**src/rtl/pio_hb_pkg.sv**
```systemverilog
// Shared types and default constants for the dual-core PIO heartbeat monitor.
package pio_hb_pkg;

  typedef enum logic [1:0] {
    WAIT_FIRST = 2'd0,
    ALIVE      = 2'd1,
    STALLED    = 2'd2
  } hb_state_t;

  localparam int unsigned DEF_TIMEOUT_CYCLES = 50000000;
  localparam int unsigned DEF_BLINK_CYCLES   = 12500000;
  localparam int unsigned DEF_SYNC_STAGES    = 2;

endpackage

```
**src/rtl/hb_channel.sv**
```systemverilog
// One heartbeat channel: synchronizer, toggle detect, watchdog timer, FSM and
// saturating beat counter.
//
// state      | meaning
// WAIT_FIRST | no beat seen since reset
// ALIVE      | beat seen within the last TIMEOUT_CYCLES cycles
// STALLED    | TIMEOUT_CYCLES cycles elapsed without a beat
module hb_channel
  import pio_hb_pkg::*;
#(
  parameter int unsigned TIMEOUT_CYCLES = DEF_TIMEOUT_CYCLES,
  parameter int unsigned SYNC_STAGES    = DEF_SYNC_STAGES,
  parameter int unsigned CNT_W          = 16
) (
  input  logic             clk_clk,
  input  logic             reset_reset_n,
  input  logic             pin,
  input  logic             clear,
  output hb_state_t        state,
  output logic             stall_next,
  output logic [CNT_W-1:0] beat_cnt
);

  localparam int unsigned TMR_W = $clog2(TIMEOUT_CYCLES + 1);
  localparam logic [TMR_W-1:0] TMR_LAST = TMR_W'(TIMEOUT_CYCLES - 1);

  logic [SYNC_STAGES-1:0] sync_q;
  logic                   prev_q;
  logic [TMR_W-1:0]       timer_q;
  logic                   beat;

  // Free-running so the chain is already settled when reset is released.
  always_ff @(posedge clk_clk) begin
    sync_q <= {sync_q[SYNC_STAGES-2:0], pin};
    prev_q <= sync_q[SYNC_STAGES-1];
  end

  assign beat       = sync_q[SYNC_STAGES-1] ^ prev_q;
  assign stall_next = !beat && (timer_q == TMR_LAST);

  always_ff @(posedge clk_clk) begin
    if (!reset_reset_n) begin
      state    <= WAIT_FIRST;
      timer_q  <= '0;
      beat_cnt <= '0;
    end else begin
      if (beat) begin
        state   <= ALIVE;
        timer_q <= '0;
      end else if (stall_next) begin
        state   <= STALLED;
      end else begin
        timer_q <= timer_q + TMR_W'(1);
      end

      // Clear takes priority over a coincident beat.
      if (clear) begin
        beat_cnt <= '0;
      end else if (beat && (beat_cnt != {CNT_W{1'b1}})) begin
        beat_cnt <= beat_cnt + CNT_W'(1);
      end
    end
  end

endmodule

```
**src/rtl/pio_heartbeat_monitor.sv**
```systemverilog
// Watches the two Nios heartbeat bits on pio0_export, flags stalled cores and
// drives one status LED per core.
module pio_heartbeat_monitor
  import pio_hb_pkg::*;
#(
  parameter int unsigned TIMEOUT_CYCLES = DEF_TIMEOUT_CYCLES,
  parameter int unsigned BLINK_CYCLES   = DEF_BLINK_CYCLES,
  parameter int unsigned SYNC_STAGES    = DEF_SYNC_STAGES,
  parameter int unsigned CNT_W          = 16
) (
  input  logic             clk_clk,
  input  logic             reset_reset_n,
  input  logic [1:0]       pio0_export,
  input  logic             clear_i,
  output logic [1:0]       led_o,
  output logic [1:0]       alive_o,
  output logic [1:0]       stall_o,
  output logic [1:0]       stall_seen_o,
  output logic [CNT_W-1:0] beat_cnt0_o,
  output logic [CNT_W-1:0] beat_cnt1_o
);

  localparam int unsigned BLK_W = (BLINK_CYCLES > 1) ? $clog2(BLINK_CYCLES) : 1;
  localparam logic [BLK_W-1:0] BLK_LAST = BLK_W'(BLINK_CYCLES - 1);

  hb_state_t        ch_state [2];
  logic [CNT_W-1:0] ch_cnt   [2];
  logic [1:0]       stall_next;
  logic [BLK_W-1:0] blink_cnt;
  logic             blink_phase;

  for (genvar i = 0; i < 2; i++) begin : g_ch
    hb_channel #(
      .TIMEOUT_CYCLES (TIMEOUT_CYCLES),
      .SYNC_STAGES    (SYNC_STAGES),
      .CNT_W          (CNT_W)
    ) u_ch (
      .clk_clk       (clk_clk),
      .reset_reset_n (reset_reset_n),
      .pin           (pio0_export[i]),
      .clear         (clear_i),
      .state         (ch_state[i]),
      .stall_next    (stall_next[i]),
      .beat_cnt      (ch_cnt[i])
    );
  end

  assign beat_cnt0_o = ch_cnt[0];
  assign beat_cnt1_o = ch_cnt[1];

  always_ff @(posedge clk_clk) begin
    if (!reset_reset_n) begin
      blink_cnt    <= '0;
      blink_phase  <= 1'b0;
      stall_seen_o <= 2'b00;
    end else begin
      if (blink_cnt == BLK_LAST) begin
        blink_cnt   <= '0;
        blink_phase <= ~blink_phase;
      end else begin
        blink_cnt   <= blink_cnt + BLK_W'(1);
      end
      // A stall entering on the same cycle as a clear survives it.
      stall_seen_o <= stall_next | (stall_seen_o & ~{2{clear_i}});
    end
  end

  // Decodes of registered state only; nothing here depends on pio0_export.
  always_comb begin
    led_o   = 2'b00;
    alive_o = 2'b00;
    stall_o = 2'b00;
    for (int i = 0; i < 2; i++) begin
      case (ch_state[i])
        ALIVE: begin
          alive_o[i] = 1'b1;
          led_o[i]   = blink_phase;
        end
        STALLED: begin
          stall_o[i] = 1'b1;
          led_o[i]   = 1'b1;
        end
        default: led_o[i] = 1'b0;
      endcase
    end
  end

endmodule

```
**config.mk**
```make
export PLATFORM = sky130hd
export DESIGN_NAME = pio_heartbeat_monitor
export DESIGN_NICKNAME = d
export VERILOG_FILES = /design/src/rtl/pio_hb_pkg.sv /design/src/rtl/hb_channel.sv /design/src/rtl/pio_heartbeat_monitor.sv
export SDC_FILE = /design/constraint.sdc
export NUM_CORES = 1
export LEC_CHECK = 0
export BUFFER_PORTS_ARGS = -buffer_cell sky130_fd_sc_hd__buf_4
export CORE_ASPECT_RATIO = 0.75
export CORE_UTILIZATION = 50
export DETAILED_ROUTE_END_ITERATION = 12
export PLACE_DENSITY = 0.66
export RECOVER_POWER = 100
export SKIP_LAST_GASP = 1
export SYNTH_ARGS = -nofsm -noshare
export SYNTH_HDL_FRONTEND = slang
export SYNTH_SLANG_ARGS = --single-unit
```
**constraint.sdc**
```tcl
create_clock -name clk_clk -period 5.5 [get_ports clk_clk]
set_clock_uncertainty 0.05 [all_clocks]
set_input_delay 0.825 -clock clk_clk [delete_from_list [all_inputs] [get_ports clk_clk]]
set_output_delay 0.825 -clock clk_clk [all_outputs]
set_load 0.05 [all_outputs]
```
==> results.ini <==
[timing]
final.setup.tns_ns = 0
worst_slack_ns = 2.939
finalSetupViolCount = 0
slew_violations = 0
rsz0062_at_grt = no
fin_crit_ns = 2.561
max_clock_freq_mhz = 390.5
tightest_slew_ns = 1.196
finalHoldViolCount = 0
finalCritPeriodShare_pct = 46.56
slew_headroom_pct = 20.25

[setup_path]
timing.rr.start = g_ch[0].u_ch.beat_cnt[0]
worstPathArrival_ns = 1.69
crit_required_ns = 4.62
critPathKind = register to primary output
cp_slowest_stage_delay_ns = 0.48
path_cells = inv_1, ha_1, nor2_1, clkbuf_1
startpoint = g_ch[1].u_ch.state[0]
cp-end-kind = primary output
crit_path_start_kind = register
slowest_stage = clkbuf_1
crit_fanout = 2

[die]
die_w_um = 122.6
die_y_um = 92.48
row_count = 32
start_util_pct = 52.23
ios = 45
core_area_sq_um = 10450
dieArea_sq_um = 11340

[route]
wirelength_mm = 11.34
viasPerCell = 5.439
met2_length_mm = 4.907
antenna_left = 0
drc = 0
drt_iter0_markers = 388
dr.pass1.iters = 5
via_count = 4493
top_layer = met4
wl_met1_mm = 5.772
wl_per_cell_um = 13.72
dr_wl_met3_um = 480

[finish]
synthToLayoutAreaGrowth_pct = 15.25
instances_no_fill = 826
nNetsFinal = 692
nFillCells = 932
num_antenna_cells = 0
drive_gt1_share_pct = 6.087

[logic_synthesis]
synthTopCellsByArea = dfxtp_1 44%, nor2_1 8.6%, xor2_1 8.0%, xnor2_1 6.4%, nand4_1 3.9%
ys_warn_count = 0
synth_flop_cell = dfxtp_1
async_flop_share_pct = 0
yosys_register_bits = 121
avgSynthCellArea_sq_um = 8.677
ys_seq_area_share_pct = 44.38
yosysMostFrequentCell = nor2_1
synthCells = 629
synth.largest_area_cell = dfxtp_1
synth_top_area_share_pct = 44.38
synth_nets = 643
syn-cell-area_sq_um = 5458
synth_commonest_cells = 125 x nor2_1, 121 x dfxtp_1, 50 x xor2_1
synth_cell_type_count = 46
synth_edf_count = 0

[clock_network]
clkSinkCount = 121
clk_path_buf_depth = 2
cts.clk_slew.worst_paths_ns = 0.05
worstSkewPairLatency_ns = 0.41
numCtsBuffers = 17
htree_levels = 4
clock-root-buffer = clkbuf_16
hold_buffers = 0
cts_tree = yes
postCtsSetupBuffers = 0
ctsResizeCount = 0

[power]
peakVddDrop_uv = 218.8
internal-power_w = 0.001595
clkPwrFrac_pct = 52.8
pwr-share-seq_pct = 44.3
p_sw_share_pct = 21.05
pwr_density_cell_nw_per_um2 = 321.2
pwr-share-comb_pct = 2.8
leakagePower_nw = 2.081
p_switching_w = 0.0004253

[placed_design]
port_buffers = 44
dp_hpwl_mm = 7.626
gp_congestion = 0.8393
place_ws_ns = 3.106
dp_cells = 795

[run]
drv_cap = 0

[status]
outcome = complete, no violations

[grt]
grt_pass1_vias = 4189
grt_pass1_wl_mm = 19.37
grt_usage_pct = 21.46
antenna_found_initial = 0
overflow = 0
grt_max_degree = 33

[min_path]
worstHoldPathType = register to register
worstHoldStart = g_ch[1].u_ch.sync_q[0]

power groups by stage:
stage               clock [W]  combinational, W  sequential, W
finish                0.00107         0.0000574       0.000895
global placement            0         0.0000590       0.000913
detailed placement          0         0.0000609       0.000914
CTS                   0.00109         0.0000614       0.000895
global route          0.00113         0.0000642       0.000896
floorplan                   0         0.0000418       0.000916
cells by family after synthesis:
| group | after synthesis | share of synthesized area (%) |
|---|---|---|
| AO/OA/AOI/OAI | 42 | 4.218 |
| AND/OR/NAND/NOR | 328 | 31.41 |
| multiplexers | 5 | 0.9400 |
| flip-flops | 121 | 44.38 |
| adder cells (fa/ha/maj) | 9 | 2.063 |
| XOR/XNOR | 90 | 14.44 |
| buffers and inverters | 34 | 2.545 |
final timing paths:
check,to,slack [ns],cells past startpoint
worst max-delay path,led_o[1],2.94,4
worst min register to register,g_ch[1].u_ch.sync_q[1],0.28,0
worst min-delay path,g_ch[1].u_ch.sync_q[1],0.28,0
worst max register to register,g_ch[0].u_ch.beat_cnt[2],3.01,6
flip-flops by register name, summed over array words and instances (netlist names):
signal	cells
g_ch.u_ch.timer_q	52
g_ch.u_ch.beat_cnt	32
blink_cnt	24
g_ch.u_ch.state	4
g_ch.u_ch.sync_q	4
g_ch.u_ch.prev_q	2
stall_seen_o	2
blink_phase	1
final cells by class:
class                           count  area (sq um)  share of cell area, %
Timing Repair Buffer               45         183.9                  2.924
Sequential cell                   121          2422                  38.51
Clock buffer                       22         474.2                  7.539
Multi-Input combinational cell    474          2870                  45.63
Clock inverter                      9         97.59                  1.552
Inverter                           19         71.32                  1.134
Tap cell                          136         170.2                  2.705
critical path: cells and delay by family (launching register included):
family	cells	cell delay [ns]
buffers and inverters	2	0.54
flip-flops	1	0.33
AND/OR/NAND/NOR	1	0.12
adder cells (fa/ha/maj)	1	0.29
stage by stage:
stage	util (%)	total power [W]	hold slack (ns)	cell area [sq um]
6_report	60.19	0.002020	0.2772	6290
4_1_cts	61.91	0.002042	0.2817	6470
5_1_grt	60.19	0.002086	0.2823	6290
3_3_place_gp	56.44	0.0009721	0.2628	5898
3_5_place_dp	56.44	0.0009745	0.2692	5898
2_1_floorplan	-	0.0009581	0.2596	5458
layout by cell type, fill, tap and decap left out, types with 3 or more instances in the layout:
master,n
nor3_1,16
nor2b_1,5
o21ai_0,19
inv_1,19
a21oi_1,16
or2_2,3
nor4b_1,5
nor4_1,13
nor3b_1,3
xnor2_1,40
or3_1,5
clkbuf_1,43
nand3_2,3
and4_1,9
clkinv_2,6
dfxtp_1,121
clkbuf_16,17
a211oi_1,3
and2_1,4
ha_1,9
xor2_1,50
or4_1,3
mux2i_1,4
nand3_1,34
nand2_1,34
and3_1,14
nor2_1,127
nand4_1,34
and2_0,3
clkbuf_8,3
per-layer routing:
| metal | vias up | track usage, % |
|---|---|---|
| met2 | 87 | 32.35 |
| met3 | 20 | 4.865 |
| met5 | - | 0 |
| li1 | 2266 | - |
| met4 | 0 | 8.333 |
| met1 | 2120 | 29.59 |
Note: power is estimated with default switching activity, not from simulation.
